**config.mk**
```make
export PLATFORM = sky130hd
export DESIGN_NAME = load_use_scoreboard
export DESIGN_NICKNAME = d
export VERILOG_FILES = /design/src/rtl/load_use_scoreboard.sv
export SDC_FILE = /design/constraint.sdc
export NUM_CORES = 1
export LEC_CHECK = 0
export CAP_MARGIN = 20
export CELL_PAD_IN_SITES_DETAIL_PLACEMENT = 0
export CELL_PAD_IN_SITES_GLOBAL_PLACEMENT = 1
export CORE_MARGIN = 2
export CORE_UTILIZATION = 44
export DETAILED_ROUTE_END_ITERATION = 16
export GPL_ROUTABILITY_DRIVEN = 0
export GPL_TIMING_DRIVEN = 0
export HOLD_SLACK_MARGIN = 0.02
export PLACE_DENSITY_LB_ADDON = 0.1
export SLEW_MARGIN = 15
export SYNTH_ARGS = -nofsm -noshare
export SYNTH_HDL_FRONTEND = slang
export SYNTH_SLANG_ARGS = --single-unit
```
**constraint.sdc**
```tcl
create_clock -name clk -period 3.67 [get_ports clk]
set_input_delay 0.734 -clock clk [delete_from_list [all_inputs] [get_ports clk]]
set_output_delay 0.734 -clock clk [all_outputs]
set_load 0.05 [all_outputs]
```
**src/rtl/load_use_scoreboard.sv**
```systemverilog
// load_use_scoreboard: per-GPR load-latency down-counters that raise the ID-stage load-use stall
module load_use_scoreboard #(
  parameter int NUM_REGS     = 32,
  parameter int LOAD_LATENCY = 4,
  parameter int CNT_W        = 3
) (
  input  logic                        clk,
  input  logic                        rst_n,
  input  logic                        issue_valid,
  input  logic                        issue_we,
  input  logic                        issue_is_load,
  input  logic [$clog2(NUM_REGS)-1:0] issue_waddr,
  input  logic [$clog2(NUM_REGS)-1:0] raddr1,
  input  logic [$clog2(NUM_REGS)-1:0] raddr2,
  input  logic                        rs1_used,
  input  logic                        rs2_used,
  input  logic                        pipe_stall,
  input  logic                        flush,
  output logic                        id_stall_req,
  output logic [NUM_REGS-1:0]         busy_mask,
  output logic [31:0]                 stall_cycles
);
  localparam int AW = $clog2(NUM_REGS);

  if (CNT_W < $clog2(LOAD_LATENCY + 1)) begin : g_bad_cnt_w
    $error("CNT_W cannot hold LOAD_LATENCY");
  end

  logic [NUM_REGS-1:0][CNT_W-1:0] cnt_q, cnt_d;
  logic [31:0] stall_cycles_q, stall_cycles_d;
  logic accept;

  // Stall looks only at registered counters, so it never depends on issue_* inputs
  assign id_stall_req = (rs1_used && raddr1 != '0 && cnt_q[raddr1] != '0) ||
                        (rs2_used && raddr2 != '0 && cnt_q[raddr2] != '0);
  assign accept       = issue_valid && !id_stall_req && !pipe_stall && !flush;
  assign stall_cycles = stall_cycles_q;

  // Next counter per entry: flush > new writer (load reloads, ALU clears) > decrement > hold
  always_comb begin
    for (int r = 0; r < NUM_REGS; r++) begin
      cnt_d[r] = flush ? '0 :
                 (accept && issue_we && issue_waddr == AW'(r)) ? (issue_is_load ? CNT_W'(LOAD_LATENCY) : '0) :
                 (!pipe_stall && cnt_q[r] != '0) ? cnt_q[r] - CNT_W'(1) : cnt_q[r];
      busy_mask[r] = |cnt_q[r];
    end
    cnt_d[0] = '0;
    stall_cycles_d = (id_stall_req && !pipe_stall && !flush && !(&stall_cycles_q)) ?
                     stall_cycles_q + 32'd1 : stall_cycles_q;
  end

  // Counter and perf-counter state
  always_ff @(posedge clk or negedge rst_n) begin
    if (!rst_n) begin
      cnt_q          <= '0;
      stall_cycles_q <= '0;
    end else begin
      cnt_q          <= cnt_d;
      stall_cycles_q <= stall_cycles_d;
    end
  end
endmodule

```
==> impl_metrics.yaml <==
clock_network:
  cts.sinks: 125
  cts_buffer_depth: 2
  tritoncts: "yes"
  numCtsBuffers: 17
  htreeDepth: 4
  clk_pin_slew_ns: 0.06
  clock_tree.root_cell: "clkbuf_16"
  holdBufCountCts: 0
  clk_latency_ns: 0.43
synthesis:
  synth-main-ff-cell: "dfrtp_1"
  synthArstFlopShare: 1.00
  synth-edff-count: 0
  netlist_instances: 975
  synth_fa_ha_area_frac: 0.0920
  yosys.area_share.simple: 0.266
  ys_types: 55
  ys_ff_latch: 125
  synth_xor_area_frac: 0.0664
  ys_warn_count: 0
  synth_top_family_by_area: "simple AND/OR/NAND/NOR gates"
  ys_seq_area_frac: 0.365
  synth_area_um2: 8570
  synth.area.mux_share: 0.0406
  syn_avg_cell_area_um2: 8.79
  synthesis.nets: 1062
  synth_compound_gate_area_share: 0.101
finish:
  most-common-layout-cells: "dfrtp_1, inv_1, nor3_1"
  drive_gt1_frac: 0.110
  layout.nets: 1172
  n_antenna_cell: 0
  final_common_cell: "dfrtp_1"
  area_growth_pct: 23.0
  postLayoutCoreUtil: 0.547
outcome:
  outcome: "finished clean"
power:
  powerDensity_nw_per_um2: 905
  p_int_mw: 4.98
  pwr-share-comb: 0.578
  power_frac_clock: 0.180
  p_sw_mw: 4.56
  ir_drop_mv: 0.641
  seqPwrFrac: 0.242
  p_total_mw: 9.54
  swShare: 0.478
  p_leak_nw: 4.69
detailed_routing:
  firstDrtPassIters: 5
  drt-initial-drc-count: 465
  vias_per_cell: 5.49
  drt_wl_total_um: 25700
  wire_per_inst_um: 18.9
  wl_met2_um: 11100
  highest_layer: "met4"
  antenna_left: 0
  drc: 0
  drt-met1-wl_um: 12400
  num_vias: 7474
  met3_length_um: 1520
critical_path:
  worstPathCellList: "clkdlybuf4s50_1 > buf_6 > nor4_4 > a211oi_1 > a41oi_1 > nand4_1 > nand3_1 > o32a_4 > buf_12 > inv_1 > buf_4"
  required_ns: 2.94
  critPathMaxStageDelay_ns: 0.46
  startpoint: "raddr2[0]"
  critPathLaunchType: "input port"
  critPathSlowestCell: "clkdlybuf4s50_1"
  arrival_ns: 2.80
  cp_max_fo: 11
  worst_setup_path_end_kind: "primary output"
  worstSetupPathType: "input port to primary output"
  r2r_start: "cnt_q[6]$_DFFE_PN0P_"
run:
  maxCapViolations: 0
floorplanning:
  core-area_um2: 19300
  boundaryPins: 89
  dieHeight_um: 144
  start_util: 0.445
  dieArea_um2: 20600
  die_w_um: 144
  rows: 51
sta:
  min_period_over_period: 0.964
  slew_violations: 0
  relSlewSlack: 0.351
  setup_viol: 0
  final_hold_viol_count: 0
  tightestPinTransition_ns: 0.974
  fin_ws_ns: 0.132
  whs_ns: 0.272
  tns_ns: 0
  period_needed_ns: 3.54
  finClkSkew_ns: 0.0105
  timing.fmax_ghz: 0.283
global_routing:
  gr-total-overflow: 0
  grt_max_degree: 75
  grt_pass1_vias: 7058
  grt_first_pass_wirelength_um: 39400
  grt_usage: 0.255
  antenna_found_initial: 0
placement:
  dpl_worst_slack_ns: -1.29
  dp_hpwl_um: 18500
  io_buffers: 84
hold_path:
  min-delay-path-class: "input port to async pin"
-- sequential cells by signal, summed over array words and instances (netlist names) --
name          count
cnt_q            93
stall_cycles     32
-- cell usage after synthesis, drive strengths merged (2+ instances only) --
| cell | n | area (µm²) |
|---|---|---|
| a41oi | 4 | 35.0 |
| a211oi | 10 | 75.1 |
| mux2 | 28 | 315 |
| and2 | 2 | 12.5 |
| nor2b | 22 | 138 |
| nand2 | 74 | 278 |
| buf | 16 | 121 |
| a2111oi | 2 | 17.5 |
| nor3b | 4 | 45.1 |
| nand2b | 18 | 113 |
| clkbuf | 27 | 103 |
| nor2 | 41 | 154 |
| xor2 | 29 | 254 |
| nor4 | 30 | 238 |
| or4 | 11 | 82.6 |
| o21a | 3 | 22.5 |
| nand3 | 19 | 95.1 |
| nor3 | 114 | 666 |
| and3 | 49 | 307 |
| nand4 | 11 | 68.8 |
| xnor2 | 36 | 315 |
| nor4b | 4 | 35.0 |
| inv | 98 | 368 |
| o32ai | 2 | 25.0 |
| o21ai | 47 | 235 |
| o22ai | 3 | 18.8 |
| o41ai | 3 | 26.3 |
| a21oi | 57 | 285 |
| ha | 63 | 788 |
| dfrtp | 125 | 3130 |
| a31oi | 8 | 50.1 |
| a311oi | 3 | 26.3 |
-- layout make-up --
cell class / instances / area [µm²]
tap: 265 / 332
multi-input combinational: 709 / 4950
clock buffer: 21 / 480
timing repair buffer: 92 / 908
fill: 1789 / 8730
sequential: 125 / 3130
clock inverter: 10 / 113
inverter: 98 / 368
buffer: 42 / 263
-- critical path, delay by kind of cell --
kind / cells / cell delay, ns
compound gates: 3 / 0.49
buf+inv: 5 / 0.99
simple gates: 3 / 0.58
-- final timing paths --
check | endpoint | slack (ns) | cells past startpoint
worst min register to register | stall_cycles[17]$_DFFE_PN0P_ | 0.49 | 1
worst min-delay path | cnt_q[55]$_DFFE_PN0P_ | 0.27 | 1
max in group asynchronous | cnt_q[22]$_DFFE_PN0P_ | 2.65 | 2
worst max register to register | cnt_q[26]$_DFFE_PN0P_ | 0.74 | 9
min in group clk | stall_cycles[17]$_DFFE_PN0P_ | 0.49 | 1
worst max-delay path | id_stall_req | 0.13 | 11
-- power groups by stage --
stage | Sequential [mW] | Combinational, mW | Clock (mW)
after floorplan | 2.25 | 3.83 | 0
final | 2.31 | 5.52 | 1.71
after detailed placement | 2.28 | 5.41 | 0
after global placement | 2.28 | 5.39 | 0
after global routing | 2.38 | 6.03 | 1.79
after CTS | 2.29 | 5.48 | 1.73
-- through the flow --
stage	instances	cell area [µm²]
final	1362	10500
after global routing	1362	10500
after CTS	1356	10500
after detailed placement	1325	9770
after global placement	1324	9740
after floorplan	975	8570
-- what timing repair did --
| item | in CTS | in global routing |
|---|---|---|
| gates cloned | 1 | 0 |
| gates resized for setup | 41 | 6 |
| buffers inserted | 0 | 6 |
| setup endpoints to repair | 1 | 1 |
| pin swaps | 2 | 4 |
-- cell families after synthesis --
family | count (synthesis)
AOI/OAI and AO/OA | 146
other | 1
DFF | 125
and+or+nand+nor | 404
muxes | 30
xor gates and xnor gates | 65
adders and majority gates | 63
buffers and inverters | 141
-- metal layers --
| metal | vias up | global-route usage |
|---|---|---|
| met5 | - | 0 |
| met3 | 45 | 0.0556 |
| met1 | 3571 | 0.373 |
| li1 | 3633 | - |
| met2 | 225 | 0.372 |
| met4 | 0 | 0.0882 |
Note: power is estimated with default switching activity, not from simulation.
